<file path="src/rtl/pixl_pkg.sv">
// Shared encodings for the page-tracking blocks: request opcodes and allocator FSM states.
// Latency: none (type definitions only).
// Backpressure: n/a.
package pixl_pkg;

  // Request opcodes carried on the 2-bit op port.
  typedef enum logic [1:0] {
    OP_NOP   = 2'd0,
    OP_MARK  = 2'd1,
    OP_FREE  = 2'd2,
    OP_ALLOC = 2'd3
  } op_e;

  // Allocator control states.
  typedef enum logic [1:0] {
    ST_IDLE  = 2'd0,
    ST_APPLY = 2'd1,
    ST_SCAN  = 2'd2,
    ST_DONE  = 2'd3
  } state_e;

endpackage

</file>
<file path="src/rtl/page_range_mask.sv">
// Range-to-mask decoder: bits from..from+size-1 set, plus a flag saying the range fits the map.
// Latency: purely combinational.
// Backpressure: none; output follows inputs.
// Ports: from/size in; mask (NUM_PAGES bits) and range_ok out. size=0 or overrun gives an empty mask.
module page_range_mask #(
  parameter int NUM_PAGES = 256,
  parameter int IDX_W     = $clog2(NUM_PAGES)
) (
  input  logic [IDX_W-1:0]     from,
  input  logic [IDX_W:0]       size,
  output logic [NUM_PAGES-1:0] mask,
  output logic                 range_ok
);

  // Two extra bits so from+size can never wrap before the bound check.
  localparam int EW = IDX_W + 2;

  logic [EW-1:0] lo_w;
  logic [EW-1:0] hi_w;

  always_comb begin
    lo_w     = EW'(from);
    hi_w     = lo_w + EW'(size);
    range_ok = (size != '0) && (hi_w <= EW'(NUM_PAGES));
    mask     = '0;
    for (int i = 0; i < NUM_PAGES; i++) begin
      mask[i] = range_ok && (EW'(i) >= lo_w) && (EW'(i) < hi_w);
    end
  end

endmodule

</file>
<file path="src/rtl/page_allocator.sv">
// Page occupancy bitmap with range MARK/FREE and first-fit ALLOC (linear scan, one page per cycle).
// Latency: MARK/FREE and rejected ALLOC done 2 cycles after accept; found ALLOC done base+size+1 cycles after accept.
// Backpressure: ready is low from the cycle after accept until back in IDLE; req is ignored while ready=0.
// Ports: req/op/from/size request in; ready, done pulse, ok/base result (held to next done), map, free_count out.
module page_allocator
  import pixl_pkg::*;
#(
  parameter int NUM_PAGES = 256,
  parameter int IDX_W     = $clog2(NUM_PAGES)
) (
  input  logic                 clk200,
  input  logic                 a8_rst_n,
  input  logic                 req,
  input  logic [1:0]           op,
  input  logic [IDX_W-1:0]     from,
  input  logic [IDX_W:0]       size,
  output logic                 ready,
  output logic                 done,
  output logic                 ok,
  output logic [IDX_W-1:0]     base,
  output logic [NUM_PAGES-1:0] map,
  output logic [IDX_W:0]       free_count
);

  localparam int CW = IDX_W + 1;

  state_e               state_q, state_d;
  op_e                  op_q, op_d;
  logic [IDX_W-1:0]     from_q, from_d;
  logic [IDX_W:0]       size_q, size_d;
  logic                 rej_q, rej_d;
  logic [IDX_W-1:0]     idx_q, idx_d;
  logic [IDX_W:0]       run_q, run_d;
  logic [NUM_PAGES-1:0] map_q, map_d;
  logic [IDX_W:0]       free_q, free_d;
  logic                 ok_q, ok_d;
  logic [IDX_W-1:0]     base_q, base_d;

  logic                 acc_vld;
  logic [IDX_W-1:0]     scan_base;
  logic [IDX_W:0]       run_nx;
  logic [IDX_W-1:0]     rm_from;
  logic [NUM_PAGES-1:0] rm_mask;
  logic                 rm_ok;
  logic [NUM_PAGES-1:0] chg_map;
  logic [IDX_W:0]       chg_cnt;

  // Candidate start of the run ending at idx_q. Modular arithmetic also covers
  // size=NUM_PAGES, where the low size bits are zero and the result wraps to 0.
  assign scan_base = idx_q - size_q[IDX_W-1:0] + IDX_W'(1);
  assign run_nx    = map_q[idx_q] ? '0 : run_q + CW'(1);

  // One decoder serves both paths: latched range in APPLY, found run in SCAN.
  assign rm_from = (state_q == ST_SCAN) ? scan_base : from_q;

  page_range_mask #(
    .NUM_PAGES (NUM_PAGES),
    .IDX_W     (IDX_W)
  ) u_range (
    .from     (rm_from),
    .size     (size_q),
    .mask     (rm_mask),
    .range_ok (rm_ok)
  );

  assign acc_vld = (state_q == ST_IDLE) && req && (op != OP_NOP);

  always_comb begin
    state_d = state_q;
    op_d    = op_q;
    from_d  = from_q;
    size_d  = size_q;
    rej_d   = rej_q;
    idx_d   = idx_q;
    run_d   = run_q;
    map_d   = map_q;
    ok_d    = ok_q;
    base_d  = base_q;

    case (state_q)
      ST_IDLE: begin
        if (acc_vld) begin
          op_d    = op_e'(op);
          from_d  = from;
          size_d  = size;
          idx_d   = '0;
          run_d   = '0;
          // Impossible ALLOCs are decided now so the scan is skipped entirely.
          rej_d   = (size == '0) || (size > free_q);
          state_d = (op == OP_ALLOC) ? ST_SCAN : ST_APPLY;
        end
      end
      ST_APPLY: begin
        state_d = ST_DONE;
        ok_d    = rm_ok;
        base_d  = '0;
        if (rm_ok) begin
          map_d = (op_q == OP_MARK) ? (map_q | rm_mask) : (map_q & ~rm_mask);
        end
      end
      ST_SCAN: begin
        if (rej_q) begin
          state_d = ST_DONE;
          ok_d    = 1'b0;
          base_d  = '0;
        end else if (run_nx == size_q) begin
          state_d = ST_DONE;
          ok_d    = 1'b1;
          base_d  = scan_base;
          map_d   = map_q | rm_mask;
        end else if (idx_q == IDX_W'(NUM_PAGES - 1)) begin
          state_d = ST_DONE;
          ok_d    = 1'b0;
          base_d  = '0;
        end else begin
          idx_d = idx_q + IDX_W'(1);
          run_d = run_nx;
        end
      end
      ST_DONE: begin
        state_d = ST_IDLE;
      end
      default: begin
        state_d = ST_IDLE;
      end
    endcase
  end

  // free_count moves only by the bits that actually flipped, so re-marking
  // used pages or re-freeing free pages leaves it untouched.
  always_comb begin
    chg_map = map_q ^ map_d;
    chg_cnt = '0;
    for (int i = 0; i < NUM_PAGES; i++) begin
      chg_cnt = chg_cnt + CW'(chg_map[i]);
    end
    free_d = (op_q == OP_FREE) ? (free_q + chg_cnt) : (free_q - chg_cnt);
  end

  always_ff @(posedge clk200 or negedge a8_rst_n) begin
    if (!a8_rst_n) begin
      state_q <= ST_IDLE;
      op_q    <= OP_NOP;
      from_q  <= '0;
      size_q  <= '0;
      rej_q   <= 1'b0;
      idx_q   <= '0;
      run_q   <= '0;
      map_q   <= '0;
      free_q  <= CW'(NUM_PAGES);
      ok_q    <= 1'b0;
      base_q  <= '0;
    end else begin
      state_q <= state_d;
      op_q    <= op_d;
      from_q  <= from_d;
      size_q  <= size_d;
      rej_q   <= rej_d;
      idx_q   <= idx_d;
      run_q   <= run_d;
      map_q   <= map_d;
      free_q  <= free_d;
      ok_q    <= ok_d;
      base_q  <= base_d;
    end
  end

  assign ready      = (state_q == ST_IDLE);
  assign done       = (state_q == ST_DONE);
  assign ok         = ok_q;
  assign base       = base_q;
  assign map        = map_q;
  assign free_count = free_q;

endmodule
</file>
<file path="config.mk">
export PLATFORM = sky130hd
export DESIGN_NAME = page_allocator
export DESIGN_NICKNAME = d
export VERILOG_FILES = /design/src/rtl/pixl_pkg.sv /design/src/rtl/page_range_mask.sv /design/src/rtl/page_allocator.sv
export SDC_FILE = /design/constraint.sdc
export NUM_CORES = 2
export LEC_CHECK = 0
export BUFFER_PORTS_ARGS = -buffer_cell sky130_fd_sc_hd__buf_2
export CELL_PAD_IN_SITES_DETAIL_PLACEMENT = 1
export CELL_PAD_IN_SITES_GLOBAL_PLACEMENT = 1
export CORE_UTILIZATION = 35
export DETAILED_ROUTE_END_ITERATION = 16
export MAX_ROUTING_LAYER = met4
export PLACE_DENSITY = 0.66
export SLEW_MARGIN = 15
export SYNTH_ARGS = -nofsm -noshare
export SYNTH_HDL_FRONTEND = slang
export SYNTH_HIERARCHICAL = 1
export SYNTH_SLANG_ARGS = --single-unit
</file>
<file path="constraint.sdc">
create_clock -name clk200 -period 20 [get_ports clk200]
set_input_delay 3 -clock clk200 [delete_from_list [all_inputs] [get_ports clk200]]
set_output_delay 3 -clock clk200 [all_outputs]
set_load 0.005 [all_outputs]
</file>
After elaboration in Yosys (flattened, before gate mapping):

Index checks and enable logic that the tools add are counted.

* $add $sub $neg: 262
* $lt $le $gt $ge: 514
* eq/ne operators: 13
* multiplexer cells: 34
* bitwise logic cells: 4
* reductions and logical operators: 525

Operators with widths (count)
* 9-bit by 1-bit adder with 9-bit output: 247
* 8-bit by 10-bit < comparator with 1-bit output (first input constant): 128
* 256-bit two-way mux: 4
* 8-bit greater-or-equal comparator (first input constant): 127
* 7-bit by 10-bit < comparator with 1-bit output (first input constant): 64
* 1-bit logical AND: 514
* 7-bit by 8-bit greater-or-equal comparator with 1-bit output (first input constant): 64
* 256-bit case mux with 2 select lines: 1
* 6-bit by 10-bit < comparator with 1-bit output (first input constant): 32
* 256-bit AND: 1
* 6-bit by 8-bit greater-or-equal comparator with 1-bit output (first input constant): 32
* 256-bit inverter: 1
* 256-bit OR: 1
* 256-bit XOR: 1
* 5-bit by 10-bit < comparator with 1-bit output (first input constant): 16
* 5-bit by 8-bit greater-or-equal comparator with 1-bit output (first input constant): 16
* 4-bit by 10-bit < comparator with 1-bit output (first input constant): 8
* 4-bit by 8-bit greater-or-equal comparator with 1-bit output (first input constant): 8
* 8-bit two-way mux: 8
* 9-bit two-way mux: 6
* 3-bit by 10-bit < comparator with 1-bit output (first input constant): 4
* 3-bit by 8-bit greater-or-equal comparator with 1-bit output (first input constant): 4
* 8-bit case mux with 2 select lines: 2
* 1-bit by 10-bit < comparator with 1-bit output (first input constant): 2
* 40 further kinds: 61

* bits in registers: 313
* output and inout bits: 276
* word-level logic and storage cells: 1363

Logic depth before layout (Yosys ltp):

* depth in word-level cells: 271
* depth in mapped cells: 67

Cells and area by module:

Netlist, hierarchy kept.

By module, submodules not included
* page_allocator: instances 1, cells each 3952, area an instance 34017.6 µm²
* page_range_mask: instances 1, cells each 1008, area an instance 5546.6 µm²

Worst setup path after synthesis:

No wires, ideal clock.

* path type: register to register
* from: register idx_q[1]
* to: register free_q[8], in the netlist free_count[8]
* arrival: 14997 ps
* required time: 19916 ps
* path slack: 4919 ps
* stages on the path, launching flop included: 65
* buffers on the path: 7
* clock period less this slack: 15081 ps
* cell sequence: dfrtp_1 -> buf_2 -> buf_1 -> inv_1 -> ha_1 -> inv_1 -> ha_1 -> fa_1 -> a21o_1 -> a21oi_1 -> o21bai_1 -> a21oi_1 -> xnor2_1 -> a21oi_1 -> ha_1 -> nor2_1 -> nor3b_1 -> a211o_1 -> (+29 left out) -> fa_1 -> inv_1 -> ha_1 -> inv_1 -> fa_1 -> ha_1 -> nand2_1 -> o21ai_0 -> fa_1 -> a21oi_1 -> nor2_1 -> nor2_1 -> o21bai_1 -> a21oi_1 -> o21bai_1 -> a21oi_1 -> xnor3_1 -> xnor2_1

* cells in the longest elaborated chain, start to end: 271

RTL lines
* from (decl): line page_allocator.sv:32 `logic [IDX_W-1:0] idx_q, idx_d;`
* from (signal assigned): line page_allocator.sv:159 `idx_q <= idx_d;`
* 8-bit subtractor (*): line page_allocator.sv:50 `assign scan_base = idx_q - size_q[IDX_W-1:0] + IDX_W'(1);`
* 8-bit by 1-bit adder with 8-bit output (*): line page_allocator.sv:50
* 8-bit two-way mux (*): line page_allocator.sv:54 `assign rm_from = (state_q == ST_SCAN) ? scan_base : from_q;`
* net rm_from[7]: line page_allocator.sv:42 `logic [IDX_W-1:0] rm_from;`
* 8-bit by 9-bit adder with 10-bit output (*): line page_range_mask.sv:23 `hi_w = lo_w + EW'(size);`
* 10-bit by 9-bit <= comparator with 1-bit output (*): line page_range_mask.sv:24 `range_ok = (size != '0) && (hi_w <= EW'(NUM_PAGES));`
* 1-bit logical AND (*): line page_range_mask.sv:24
* net rm_ok: line page_allocator.sv:44 `logic rm_ok;`
* (+13 left out)
* 6-bit by 1-bit adder with 7-bit output: line page_allocator.sv:135 `chg_cnt = chg_cnt + CW'(chg_map[i]);`
* 7-bit by 1-bit adder with 8-bit output: line page_allocator.sv:135
* 8-bit by 1-bit adder with 9-bit output: line page_allocator.sv:135
* 9-bit by 1-bit adder with 9-bit output (246 in series): line page_allocator.sv:135
* 9-bit by 1-bit adder with 9-bit output (*): line page_allocator.sv:135
* 9-bit subtractor / 9-bit adder (equally long branches): line page_allocator.sv:137 `free_d = (op_q == OP_FREE) ? (free_q + chg_cnt) : (free_q - chg_cnt);`
* 9-bit two-way mux (*): line page_allocator.sv:137
* net free_d[8]: line page_allocator.sv:35 `logic [IDX_W:0] free_q, free_d;`
* to (signal assigned): line page_allocator.sv:150 `free_q <= CW'(NUM_PAGES);`
* to (signal assigned): line page_allocator.sv:162 `free_q <= free_d;`
* to (decl): line page_allocator.sv:35

Mark *: on every way through the listed nets, which the timed path passes. The rest lies on a longest branch. The select of a mux whose other input is x is not followed.
A chain may end at the register's enable or synchronous reset.

Final worst setup path:

* from: register state_q[0]
* to: register free_q[8], in the netlist free_count[8]

* cells in the longest elaborated chain, start to end: 270

RTL lines
* from (decl): line page_allocator.sv:27 `state_e state_q, state_d;`
* from (signal assigned): line page_allocator.sv:154 `state_q <= state_d;`
* 2-bit == test (*): line page_allocator.sv:54
* 8-bit two-way mux (*): line page_allocator.sv:54
* net rm_from[3]: line page_allocator.sv:42
* 8-bit by 9-bit adder with 10-bit output (*): line page_range_mask.sv:23
* 10-bit by 9-bit <= comparator with 1-bit output (*): line page_range_mask.sv:24
* 1-bit logical AND (*): line page_range_mask.sv:24
* net rm_ok: line page_allocator.sv:44
* 1-bit logical AND (2 in series): line page_range_mask.sv:27 `mask[i] = range_ok && (EW'(i) >= lo_w) && (EW'(i) < hi_w);`
* (+11 left out)
* 6-bit by 1-bit adder with 7-bit output: line page_allocator.sv:135
* 7-bit by 1-bit adder with 8-bit output: line page_allocator.sv:135
* 8-bit by 1-bit adder with 9-bit output: line page_allocator.sv:135
* 9-bit by 1-bit adder with 9-bit output (246 in series): line page_allocator.sv:135
* 9-bit by 1-bit adder with 9-bit output (*): line page_allocator.sv:135
* 9-bit subtractor / 9-bit adder (equally long branches): line page_allocator.sv:137
* 9-bit two-way mux (*): line page_allocator.sv:137
* net free_d[8]: line page_allocator.sv:35

Mark *: on every way through the listed nets, which the timed path passes. The rest lies on a longest branch.

==> metrics <==
top area cells in the synthesized netlist dfrtp_1, fa_1, nand2_1, a21oi_1, a21o_1; Vias/cell 6.45; htree depth 2; Area growth syn-to-layout 12.7%; Max VDD drop 65.2 µV; DR pass1 iterations 6; critical path class register to register; FFs w/ async S/R, synth 100%; postcts setup bufs 0; sum of negative setup slack 0 ns; CTS tree done; initial antenna violation count 14; mux contribution to synthesized area 10.9%; Worst Path Buf+Inv 15; CP delay by family, top adder cells; Final Slew Violations 0; met3 wire len 20300 µm; vias in the first global route 41500; max incr delay on CP 0.88 ns; CTS sink cnt 313; Yosys top cell by area dfrtp_1; worst clock skew 0.0289 ns; Avg Cell Area, Syn 7.98 µm²; clock-pin transition on the worst setup and hold timing paths 0.06 ns; Post-synth top cells nand2_1, a21oi_1, dfrtp_1, clkbuf_1; GRT Residual Overflow 0; final setup fails 0; post-synthesis compound-gate area fraction 27.8%; cell count after synthesis 4960; drc violations 0; ys flop type dfrtp_1; Mapped Nets 5312; Die ar. 114000 µm²; Worst R2R Start state_q[0]; Post-Synth XOR/XNOR Area 1.22%; crit path DAT 17.85 ns; final hold slack 0.481 ns; design area 44600 µm²; chip width 338 µm; most numerous cell in the Yosys netlist nand2_1; Starting DRT DRC Count 4798; remaining antenna violation count 0; vias 42800; Setup crit start kind register; unique cell type count in the Yosys netlist 84; root buffer cell clkbuf_16; RSZ-0062 raised after global routing false; Yosys top cell area share 19.7%; io pins 298; cell mode on critical path fa_1; cts hold-fix bufs 0; crit-path max FO 59; reg2reg end free_count[8]; Slew Limit Headroom 10.6%; FMAX 57.9 MHz; GRT Util Overall 40.6%; worst reg2reg setup slack 2.73 ns; Max Used Layer met4; Least-Margin Pin Slew 1.33 ns; gpl congestion 1.07; Seq/Total Area, Yosys 19.8%; Die Ht 338 µm; post-synthesis simple-gate area fraction 18.6%; Avg WL per Cell 35.0 µm; Post-Layout Cell Count 6642; Leak Pwr 22.6 nW; WP data required 20.58 ns; register bit total from synthesis 313; # Max-Cap Violations 0; hold endpoint base[3]; CP max stage cell a21oi_4; Tmin final 17.27 ns; first-pass GRT wire length 326000 µm; Initial Utilization 35.5%; hold path start base[3]; r2r worst-path depth 55; layout cells sized above 1 15.8%; hpwl dp 175000 µm; Worst path depth 55; largest net degree at the start of global routing 147; WL met1 99000 µm; status complete, no violations; Worst Hold Class register to register; Final Cycle Share 86.3%; adder-cell area share of the yosys netlist 15.1%; Post-synth EDFFs 0; CTS buffer count 48; power per cell area 34.9 nW/µm²; CP Capture Type register; CTS Buffer Depth 3; Post-DP Area 42900 µm²; core area 111000 µm²; main combinational cell family by area after synthesis compound AO/OA/AOI/OAI gates; Syn. warnings 6; wire length on met2 100000 µm; # resized after CTS 0; # rows 122; cell area after synthesis 39600 µm²; final hold vios 0; PortBufs 297; routed wire length 233000 µm; Hold Path Depth 1; # nets final 5452; Inst Count DP 6538; Clock Latency Late Sink 0.66 ns
power breakdown:
part           total [mW]  leakage (nW)  switching, mW  internal, mW
logic              0.0214          17.5         0.0178       0.00362
registers           0.634          4.28              0         0.634
clock network       0.900         0.774          0.373         0.527
stage by stage:
stage               setup slack, ns  power (mW)  util [%]
finish                         2.73        1.55      40.0
global route                   2.15        1.59      40.0
CTS                            2.82        1.57      39.9
detailed placement             2.90       0.667      38.5
global placement               3.11       0.667      38.5
floorplan                      4.92       0.647         -
kinds of logic after synthesis:
| group | count (synthesis) |
|---|---|
| adder cells (fa/ha/maj) | 330 |
| AND/OR/NAND/NOR | 1636 |
| XOR/XNOR | 52 |
| multiplexers | 364 |
| buffers and inverters | 647 |
| flip-flops | 313 |
| AO/OA/AOI/OAI | 1618 |
worst max-delay path by stage:
stage | from | slack [ns] | to
floorplan | idx_q[1] | 4.92 | free_count[8]
global placement | state_q[0] | 3.11 | free_count[8]
detailed placement | state_q[0] | 2.90 | free_count[8]
CTS | state_q[0] | 2.82 | free_count[8]
global route | state_q[0] | 2.15 | free_count[8]
finish | state_q[0] | 2.73 | free_count[8]
sequential cells by signal, indices dropped and copies added, names as in the netlist:
| signal | flops |
|---|---|
| map | 256 |
| free_count | 9 |
| run_q | 9 |
| size_q | 9 |
| base | 8 |
| from_q | 8 |
| idx_q | 8 |
| op_q | 2 |
| state_q | 2 |
| ok | 1 |
| rej_q | 1 |
placed cells by master (no fill, tap or decap), drive strengths merged, types with 15 or more instances in the layout:
master,Yosys,layout
nand2,902,902
buf,77,465
a21oi,426,426
dfrtp,312,312
nand2b,272,272
inv,272,272
a21o,268,268
a22oi,266,266
fa,245,245
nor2,229,229
o22ai,195,195
mux2i,172,172
mux2,156,156
a2bb2oi,112,112
a211oi,95,95
nor3,90,90
ha,85,85
o21ai,84,84
clkbuf,298,72
xnor2,38,38
mux4,36,36
nand3,34,34
a221oi,31,31
diode,0,19
nor4,19,19
and3,18,18
and2,16,16
a31oi,15,15
a2111oi,15,15
routing by layer:
| metal | track usage, % | vias to the layer above |
|---|---|---|
| li1 | - | 18000 |
| met1 | 53.8 | 22200 |
| met2 | 58.7 | 2114 |
| met3 | 8.18 | 463 |
| met4 | 19.3 | 0 |
| met5 | - | - |
layout make-up:
| class | instances | area [µm²] |
|---|---|---|
| repair buffers | 465 | 2900 |
| inverters | 272 | 1030 |
| diodes | 19 | 47.5 |
| clock inverters | 13 | 160 |
| clock buffers | 72 | 1420 |
| well taps | 1488 | 1860 |
| multi-input cells | 4000 | 29300 |
| fillers | 13600 | 66900 |
| flip-flops and latches | 313 | 7840 |
Power figures use the tool's default switching activity.
